## src/rtl/skew_feeder.sv

```systemverilog
// Feeds the systolic array west edge from ROWS show-ahead FIFOs with a diagonal skew:
// row r trails row 0 by r cycles, and any empty FIFO that is needed stalls every row together.
module skew_feeder #(
    parameter int DATA_WIDTH = 8,
    parameter int ROWS       = 4,
    parameter int LEN_WIDTH  = 8
) (
    input  logic                       clk,
    input  logic                       rst,
    input  logic                       start_i,
    input  logic [LEN_WIDTH-1:0]       len_i,
    output logic                       busy_o,
    output logic                       done_o,
    input  logic [ROWS-1:0]            fifo_empty_i,
    output logic [ROWS-1:0]            fifo_rden_o,
    input  logic [ROWS*DATA_WIDTH-1:0] fifo_rdata_i,
    output logic [ROWS*DATA_WIDTH-1:0] data_o,
    output logic [ROWS-1:0]            valid_o
);
    localparam int CW = LEN_WIDTH + $clog2(ROWS) + 1;

    typedef enum logic [1:0] {IDLE, RUN, FIN} state_t;

    state_t               state;
    logic [CW-1:0]        cnt;
    logic [LEN_WIDTH-1:0] len_q;
    logic [CW-1:0]        len_x;
    logic [CW-1:0]        last_cnt;
    logic [ROWS-1:0]      need;
    logic                 stall;

    assign len_x    = CW'(len_q);
    assign last_cnt = len_x + CW'(ROWS) - CW'(2);

    // Row r is live for cnt in [r, r+len_q); the window slides one row per cycle.
    for (genvar r = 0; r < ROWS; r++) begin : g_need
        assign need[r] = (state == RUN) && (cnt >= CW'(r)) && (cnt < len_x + CW'(r));
    end

    assign stall       = |(need & fifo_empty_i);
    assign fifo_rden_o = need & ~{ROWS{stall}};
    assign busy_o      = (state != IDLE);

    always_ff @(posedge clk) begin
        if (rst) begin
            state   <= IDLE;
            cnt     <= '0;
            len_q   <= '0;
            done_o  <= 1'b0;
            valid_o <= '0;
            data_o  <= '0;
        end else begin
            done_o  <= 1'b0;
            valid_o <= fifo_rden_o;
            for (int r = 0; r < ROWS; r++) begin
                data_o[r*DATA_WIDTH +: DATA_WIDTH] <=
                    fifo_rden_o[r] ? fifo_rdata_i[r*DATA_WIDTH +: DATA_WIDTH] : '0;
            end
            case (state)
                IDLE: begin
                    if (start_i) begin
                        len_q <= len_i;
                        cnt   <= '0;
                        if (len_i != '0) begin
                            state <= RUN;
                        end else begin
                            state  <= FIN;
                            done_o <= 1'b1;
                        end
                    end
                end
                RUN: begin
                    if (!stall) begin
                        cnt <= cnt + CW'(1);
                        // Last read this cycle; its beat lands on data_o while in FIN.
                        if (cnt == last_cnt) begin
                            state  <= FIN;
                            done_o <= 1'b1;
                        end
                    end
                end
                FIN:     state <= IDLE;
                default: state <= IDLE;
            endcase
        end
    end
endmodule
```

## config.mk

```make
export PLATFORM = sky130hd
export DESIGN_NAME = skew_feeder
export DESIGN_NICKNAME = d
export VERILOG_FILES = /design/src/rtl/skew_feeder.sv
export SDC_FILE = /design/constraint.sdc
export NUM_CORES = 1
export LEC_CHECK = 0
export CORE_UTILIZATION = 30
export CTS_CLUSTER_SIZE = 30
export DETAILED_ROUTE_END_ITERATION = 8
export DONT_BUFFER_PORTS = 1
export HOLD_SLACK_MARGIN = 0.02
export PLACE_DENSITY = 0.54
export SLEW_MARGIN = 40
export SYNTH_ARGS = -nofsm -noshare
export SYNTH_HDL_FRONTEND = slang
export SYNTH_SLANG_ARGS = --single-unit
```

## constraint.sdc

```tcl
create_clock -name clk -period 3.5 [get_ports clk]
set_input_delay 0.35 -clock clk [delete_from_list [all_inputs] [get_ports clk]]
set_output_delay 0.35 -clock clk [all_outputs]
set_load 0.005 [all_outputs]
```

==> results of run 1 <==
==> per-stage QoR <==
| step | util, % | total power [mW] | instance area (um^2) |
|---|---|---|---|
| floorplan | - | 0.838 | 3150 |
| global placement | 32.5 | 0.873 | 3330 |
| detailed placement | 32.5 | 0.876 | 3330 |
| CTS | 35.1 | 1.65 | 3590 |
| global route | 36.0 | 1.72 | 3680 |
| finish | 36.0 | 1.65 | 3680 |
==> worst max path at each step <==
stage | start | to | slack [ns] | cells past startpoint
after floorplan | len_q[3] | cnt[5] | 0.52 | 13
after global placement | len_q[1] | data_o[18] | 0.11 | 14
after detailed placement | len_q[1] | data_o[10] | 0.05 | 14
after CTS | len_q[1] | fifo_rden_o[1] | 0.002 | 11
after global routing | len_q[2] | fifo_rden_o[3] | -0.02 | 12
final | len_q[2] | fifo_rden_o[3] | 0.16 | 12
==> critical path, cell delays in order, from the launching register on <==
cell and delay (ns):
dfxtp_1 0.33, buf_4 0.17, ha_2 0.25, nand3_1 0.15
xnor2_1 0.16, ha_1 0.30, nand4_1 0.16, a21oi_2 0.18
o21bai_1 0.13, a32oi_2 0.33, nand3_4 0.15, buf_4 0.20
nor2_1 0.15
==> registers in the layout, indices dropped and copies added (netlist names) <==
register  cells
state         2
done_o        1
cnt          11
valid_o       4
data_o       32
len_q         8
==> power by group <==
part | switching (mW) | total, mW | leakage (nW) | internal [mW]
registers | 0.0156 | 0.692 | 0.470 | 0.677
logic | 0.112 | 0.188 | 0.830 | 0.0756
clock network | 0.290 | 0.769 | 0.124 | 0.479
total | 0.418 | 1.65 | 1.42 | 1.23
==> metal layers <==
| layer | routed length, um | share of wire, % | vias to the layer above |
|---|---|---|---|
| met5 | 0 | 0 | - |
| met4 | 209 | 2.6 | 0 |
| met3 | 273 | 3.3 | 14 |
| met2 | 3970 | 49 | 58 |
| met1 | 3700 | 45 | 1166 |
| li1 | - | - | 1294 |
==> cell type report <==
class	count	area share, %
inverters	14	1.43
flip-flops and latches	58	31.7
clock inverters	7	3.40
repair buffers	14	2.86
clock buffers	9	3.37
well taps	136	4.62
multi-input cells	272	52.7
==> cells by family (layout without fill, tap and decap cells) <==
kind of cell	Yosys count	after routing	share of synthesized area, %
AND/OR/NAND/NOR	158	158	28.1
adder cells (fa/ha/maj)	40	40	15.9
flip-flops	58	58	36.9
XOR/XNOR	17	17	4.73
multiplexers	1	1	0.318
buffers and inverters	24	44	3.34
AO/OA/AOI/OAI	56	56	10.7
==> placed cells by master (no fill, tap or decap), types with 2 or more instances in the layout <==
master and instances:
a21oi_1 29, a21oi_2 3, and2_1 33, and3_1 5
buf_4 14, bufinv_16 3, clkbuf_8 9, clkinv_4 3
dfxtp_1 57, ha_1 39, inv_1 14, nand2_1 37
nand2b_1 5, nand3_1 14, nand3_2 3, nand3b_1 3
nand4_1 12, nor2_1 12, nor3_1 6, nor3_2 4
nor3b_1 2, nor4_1 3, o2111ai_1 3, o211ai_1 3
o21ai_0 8, o31ai_1 2, or3_1 5, or4_1 6
xnor2_1 16
==> repair_timing <==
action / in CTS / in global routing
endpoints found under the hold margin: 0 / 0
setup buffers: 0 / 6
pin swaps: 0 / 4
gates resized for setup: 4 / 9
endpoints found under the setup margin: 4 / 28
==> flow_summary.toml, run 1 <==
[logic_synthesis]
synth_top_area_share_pct = 36.9
synthCells = 354
synthTopCellsByCount = "dfxtp_1, ha_1, nand2_1, and2_1, a21oi_1"
synth.distinct_cells = 40
synth_top_area_cell = "dfxtp_1"
synth_nets = 441
syn_area_per_cell_um2 = 8.90
synth_edf_count = 0
synthTopCellsByArea = "dfxtp_1, ha_1, and2_1"
post-synth-top-count-cell = "dfxtp_1"
seq_area_frac_synth_pct = 36.9
async_reset_ff_share_pct = 0
ys_seq_elements = 58
synthFlopType = "dfxtp_1"
yosysWarnings = 0
syn_area_um2 = 3150

[global_route]
antenna_found_initial = 0
grt_first_pass_wirelength_mm = 13.2
grt_use_met1_pct = 18.3
use_met2_pct = 26.7
top_usage_layer = "met2"
grt_usage_pct = 15.3
grt_pass1_vias = 2556
overflow = 0
grt_max_degree = 22
met3_usage_pct = 3.01

[worst_setup_path]
r2r-end = "cnt[7]"
ff2ff_setup_slack_ns = 0.31
cp_max_fo = 8
path_class = "flip-flop to primary output"
end_kind = "primary output"
ff2ff_path_depth = 13
r2r-start = "len_q[2]"
cp.arrival_ns = 2.99
start_kind = "flip-flop"
crit_required_ns = 3.15

[detailed_routing]
wl_per_cell_um = 16.0
dr.first_iter.drc_count = 156
drtPass1Iterations = 4
detail-route-antenna-nets = 0
totalWireLength_mm = 8.15
dr_total_vias = 2532
via_per_inst = 4.96
drcViolationCount = 0

[cells_and_area]
area_delta_synth_final_pct = 16.8
fin_cells = 510
nFillCells = 1017
drive_gt1_share_pct = 12.8
nets = 456
ff_latch_area_um2 = 1160
multi_input_area_um2 = 1940
n_antenna_cell = 0

[die]
coreArea_um2 = 10200
die_h_um = 104
dieArea_um2 = 10900
die_w_um = 104
ioPinCount = 89
row_count = 37
start_util_pct = 30.8

[power_and_ir_drop]
power_density_nw_per_um2 = 448
peakVddDrop_uv = 248
p_leak_nw = 1.42

[job]
maxCapViolations = 0

[sta]
relSlewSlack_pct = 52.9
tns_ns = 0
fmax_mhz = 299
whs_ns = 0.0798
worst_pin_slew_ns = 0.704
finalSetupViolations = 0
final.period_utilization_pct = 95.5
post-route-min-period_ns = 3.34
hold_violations = 0
rsz0062_at_grt = "yes"
setup_ws_ns = 0.157
fin_worst_skew_ns = 0.0133
drv_slew = 0

[place]
port_buffers = 0
place_congestion = 0.853
dpl.hpwl_mm = 6.14
place_inst = 488
place_ws_ns = 0.0520

[clock_network]
clkLatencyLatePin_ns = 0.34
cts.sinks = 58
path_clk_slew_ns = 0.07
cts_buffer_depth = 2
root_buffer = "clkbuf_8"
cts-hold-fix-buffers = 0
numCtsBuffers = 9
h-tree-depth = 3
cts_tree = "yes"

[run_status]
status = "finished clean"

[hold_path]
min_to = "len_q[1]"
whs_path_depth = 1
holdCritStartpoint = "rst"
hold_path_class = "input port to flip-flop"
Power figures use the tool's default switching activity.
==> inputs of run 2 (changes only) <==
PLACE_DENSITY = 0.55   (was 0.54)
clock period = 2.8 ns   (was 3.5 ns; I/O delays follow)
==> run 2 against run 1 <==
- utilization grew 6.9 points
- power grew 15%
- count of clock-buffer cells in the layout is the same
- the flow now finishes with violations (negative setup slack)
- highest routed layer unchanged
- sequential share of layout area shrank 5.0 points
==> flow_summary.toml, run 2 (synthesized netlist as in run 1, its figures left out) <==
[cells_and_area]
multi_input_area_um2 = 2340
largest_reg_flops = 32
reg_top3 = "data_o (32), cnt (11), len_q (8)"
final_cell_mix = "dfxtp_1, buf_4, nand2_1, ha_1, and2_1"
area_delta_synth_final_pct = 39.3
drive_gt1_share_pct = 35.5
nets = 502
n_antenna_cell = 0
fin_cells = 556
layout_commonest_cell = "dfxtp_1"
nFillCells = 988
top_register = "data_o"
ff_latch_area_um2 = 1170

[sta]
hold_violations = 0
worst_pin_slew_ns = 0.918
post-route-min-period_ns = 2.94
setup_ws_ns = -0.143
fin_worst_skew_ns = 0.00629
rsz0062_at_grt = "yes"
relSlewSlack_pct = 38.6
tns_ns = -0.924
drv_slew = 0
final.period_utilization_pct = 105
finalSetupViolations = 11
fmax_mhz = 340

[global_route]
overflow = 0
grt_first_pass_wirelength_mm = 14.3
grt_max_degree = 15
grt_usage_pct = 16.9
antenna_found_initial = 0
grt_pass1_vias = 2763

[die]
row_count = 37
die_h_um = 104
dieArea_um2 = 10900
start_util_pct = 30.8
coreArea_um2 = 10200
ioPinCount = 89
die_w_um = 104

[power_and_ir_drop]
internal-power_mw = 1.33
p_leak_nw = 1.73
p_comb_share_pct = 19.3
power_density_nw_per_um2 = 431
peakVddDrop_uv = 225
switchingPower_mw = 0.559
swShare_pct = 29.6
power_frac_seq_pct = 45.6
clockPowerShare_pct = 35.1
power_mw = 1.89

[clock_network]
numCtsBuffers = 9
clkLatencyLatePin_ns = 0.34
path_clk_slew_ns = 0.07
cts_buffer_depth = 2
cts.sinks = 58
root_buffer = "clkbuf_8"
cts_tree = "yes"
h-tree-depth = 3

[worst_setup_path]
start_kind = "flip-flop"
crit_path_cell_trace = "inv_2 > nor4_4 > buf_4 > and3_4 > buf_6 > nand2_1 > ha_4 > a21oi_2 > and3_4 > nand3_4 > nand3_4 > buf_12 > nor2_4"
cp_top_family = "simple AND/OR/NAND/NOR gates"
end_kind = "primary output"
cp_max_fo = 8
slowest_stage = "dfxtp_2"
crit_buf_inv = 4
crit_required_ns = 2.52
critPathMaxStageDelay_ns = 0.33
path_class = "flip-flop to primary output"
cp.arrival_ns = 2.66

[detailed_routing]
via_per_inst = 4.98
totalWireLength_mm = 9.22
dr.first_iter.drc_count = 148
wl_per_cell_um = 16.6
dr_total_vias = 2771
drtPass1Iterations = 4
detail-route-antenna-nets = 0
drcViolationCount = 0

[run_status]
status = "complete, but fails checks"
violations = "negative setup slack"

[job]
maxCapViolations = 0

[place]
place_congestion = 0.945
place_ws_ns = -0.216
place_inst = 529
port_buffers = 0
dpl.hpwl_mm = 6.69

[hold_path]
hold_path_class = "input port to flip-flop"
run 2: power groups by stage:
stage	logic, mW	registers, mW	clock network, mW
after global routing	0.396	0.865	0.731
after detailed placement	0.267	0.879	0
after floorplan	0.169	0.880	0
final	0.365	0.863	0.663
after global placement	0.264	0.879	0
after CTS	0.315	0.861	0.699
run 2: repair_timing:
item	in CTS	in global routing
setup buffers	3	7
hold buffers	1	0
pin swaps	18	41
gates resized for setup	52	46
cloned	0	1
endpoints found under the setup margin	52	53
hold endpoints to repair	14	0
run 2: cell type report:
| class | count | share of cell area [%] |
|---|---|---|
| clock buffer | 9 | 2.82 |
| tap | 136 | 3.88 |
| sequential | 58 | 26.7 |
| multi-input combinational | 273 | 53.4 |
| inverter | 14 | 1.26 |
| timing repair buffer | 59 | 11.0 |
| clock inverter | 7 | 1.06 |
run 2: metal layers:
metal / vias to the layer above / track usage, % / part of all wire [%]
li1: 1384 / - / -
met1: 1316 / 20.7 / 44
met2: 58 / 28.9 / 50
met3: 13 / 3.76 / 3.4
met4: 0 / 6.12 / 2.1
met5: - / 0 / 0
run 2: path summary, 6_finish.rpt:
| path | from | to | slack (ns) | cells past startpoint |
|---|---|---|---|---|
| worst max register to register | len_q[5] | state[1] | -0.09 | 16 |
| worst max-delay path | len_q[5] | fifo_rden_o[0] | -0.14 | 13 |
| worst min-delay path | fifo_rdata_i[14] | data_o[14] | 0.05 | 1 |
| worst min register to register | len_q[0] | len_q[0] | 0.48 | 2 |
run 2: per-stage QoR:
| stage | util (%) | instance area (um^2) | hold WS, ns |
|---|---|---|---|
| floorplan | - | 3160 | 0.382 |
| global placement | 35.6 | 3640 | 0.353 |
| detailed placement | 35.6 | 3640 | 0.355 |
| CTS | 40.0 | 4090 | 0.0255 |
| global route | 42.9 | 4390 | 0.0267 |
| finish | 42.9 | 4390 | 0.0539 |
run 2: worst reg2reg max path, delay by kind of cell (launching register included):
family	cells	cell delay, ns
AND/OR/NAND/NOR	7	1.07
buffers and inverters	5	0.62
AO/OA/AOI/OAI	3	0.51
flip-flops	1	0.33
adder cells (fa/ha/maj)	1	0.24
==> inputs of run 3 (changes only) <==
PLACE_DENSITY = 0.47   (was 0.55)
==> run 3 against run 2 <==
- highest routed layer unchanged
- worst setup slack worse by 0.011 ns
- maximum frequency is 0.38% lower
- the flow still finishes with violations (negative setup slack)
- hold slack worse by 0.0094 ns
- largest cell class unchanged
- sequential share of layout area is 0.61 points lower
==> flow_summary.toml, run 3 (synthesized netlist as in run 1, its figures left out) <==
[worst_setup_path]
cp_common_cell = "nand3_4"
slowest_stage = "dfxtp_2"
end_kind = "primary output"
cp_max_fo = 6
cp.depth = 13
ff2ff_setup_slack_ns = -0.14
cp_top_family = "simple AND/OR/NAND/NOR gates"
r2r-end = "cnt[3]"
path_class = "flip-flop to primary output"
crit_path_cell_trace = "inv_2 > nor4_2 > buf_4 > nand2_4 > xnor2_4 > ha_4 > nand4_1 > a21oi_2 > o2111ai_4 > nand3_4 > nand3_4 > buf_8 > nor2_4"
start_kind = "flip-flop"
critPathMaxStageDelay_ns = 0.34
ff2ff_path_depth = 15
crit_buf_inv = 3
crit_required_ns = 2.52
cp.arrival_ns = 2.67
r2r-start = "len_q[3]"

[detailed_routing]
totalWireLength_mm = 9.16
dr.first_iter.drc_count = 100
wl_per_cell_um = 16.1
dr_total_vias = 2891
drtPass1Iterations = 4
via_per_inst = 5.07
drcViolationCount = 0
detail-route-antenna-nets = 0

[global_route]
met3_usage_pct = 5.33
antenna_found_initial = 1
top_usage_layer = "met2"
grt_pass1_vias = 2894
use_met2_pct = 26.4
grt_usage_pct = 16.5
grt_use_met1_pct = 20.8
grt_max_degree = 13
grt_first_pass_wirelength_mm = 14.2
overflow = 0

[run_status]
violations = "negative setup slack"
status = "complete, but fails checks"

[cells_and_area]
area_delta_synth_final_pct = 42.4
reg_top3 = "data_o (32), cnt (11), len_q (8)"
largest_reg_flops = 32
nFillCells = 1011
fin_cells = 570
fin_util_pct = 43.8
post-route-cell-area_um2 = 4480
nets = 515
drive_gt1_share_pct = 37.6
layout_commonest_cell = "buf_4"
final_cell_mix = "buf_4, dfxtp_1, and2_1, nand2_1, ha_1"
top_register = "data_o"

[die]
row_count = 37
dieArea_um2 = 10900
die_w_um = 104
coreArea_um2 = 10200
die_h_um = 104
start_util_pct = 30.8
ioPinCount = 89

[power_and_ir_drop]
swShare_pct = 28.7
power_mw = 1.93
p_comb_share_pct = 19.9
power_density_nw_per_um2 = 429
internal-power_mw = 1.37
p_leak_nw = 1.82
peakVddDrop_uv = 248
clockPowerShare_pct = 35.3
switchingPower_mw = 0.553
power_frac_seq_pct = 44.8

[place]
placed_area_um2 = 3680
dpl.hpwl_mm = 6.57
place_ws_ns = -0.148
place_inst = 534
place_congestion = 0.851
port_buffers = 0

[sta]
final.period_utilization_pct = 105
fmax_mhz = 339
rsz0062_at_grt = "yes"
post-route-min-period_ns = 2.95
tns_ns = -2.40
whs_ns = 0.0445
setup_ws_ns = -0.154
drv_slew = 0
worst_pin_slew_ns = 0.580
hold_violations = 0
finalSetupViolations = 36
relSlewSlack_pct = 61.3
fin_worst_skew_ns = 0.00877

[clock_network]
clkLatencyLatePin_ns = 0.33
cts_tree = "yes"
numCtsBuffers = 9
cts_buffer_depth = 2
h-tree-depth = 3
root_buffer = "clkbuf_8"
path_clk_slew_ns = 0.07
cts.sinks = 58

[hold_path]
holdCritStartpoint = "rst"
hold_path_class = "input port to flip-flop"
whs_path_depth = 1
min_to = "cnt[1]"

[job]
maxCapViolations = 0
-- run 3: changes by cell type in the layout (fill, tap and decap cells not counted), sizes merged --
| cell | previous run | this run |
|---|---|---|
| buf | 58 | 71 |
| clkbuf | 9 | 11 |
| clkinv | 4 | 3 |
| clkinvlp | 3 | 2 |
| diode | 0 | 1 |
-- run 3: cell type report --
type                       instances  area, um^2  area share, %
clock buffer                      11         141           3.15
inverter                          14        52.6           1.17
multi-input combinational        273        2330           51.9
tap                              136         170           3.80
antenna                            1        2.50         0.0558
sequential                        58        1170           26.1
clock inverter                     5        30.0          0.670
timing repair buffer              72         589           13.1
-- run 3: worst max path at each step --
stage	endpoint	slack, ns	from
floorplan	cnt[5]	0.0005	len_q[3]
global placement	cnt[4]	-0.11	len_q[5]
detailed placement	cnt[6]	-0.15	len_q[1]
CTS	fifo_rden_o[2]	-0.14	len_q[4]
global route	fifo_rden_o[1]	-0.29	len_q[3]
finish	fifo_rden_o[1]	-0.15	len_q[3]
-- run 3: repair_timing --
| item | in CTS | in global routing |
|---|---|---|
| buffers inserted | 15 | 4 |
| resized for setup | 46 | 56 |
| setup endpoints to repair | 46 | 53 |
| endpoints found under the hold margin | 12 | 0 |
| hold buffers | 1 | 0 |
| cloned | 0 | 2 |
| pin swaps | 27 | 33 |
-- run 3: routing by layer --
metal	vias up	share of wire [%]
met5	-	0
met4	0	1.4
met3	12	6.8
met2	99	48
met1	1369	44
li1	1411	-
-- run 3: power by group through the flow --
stage               combinational (mW)  clock [mW]  sequential (mW)
floorplan                        0.169           0            0.880
global placement                 0.269           0            0.879
detailed placement               0.269           0            0.879
CTS                              0.340       0.708            0.862
global route                     0.418       0.738            0.864
finish                           0.384       0.679            0.862
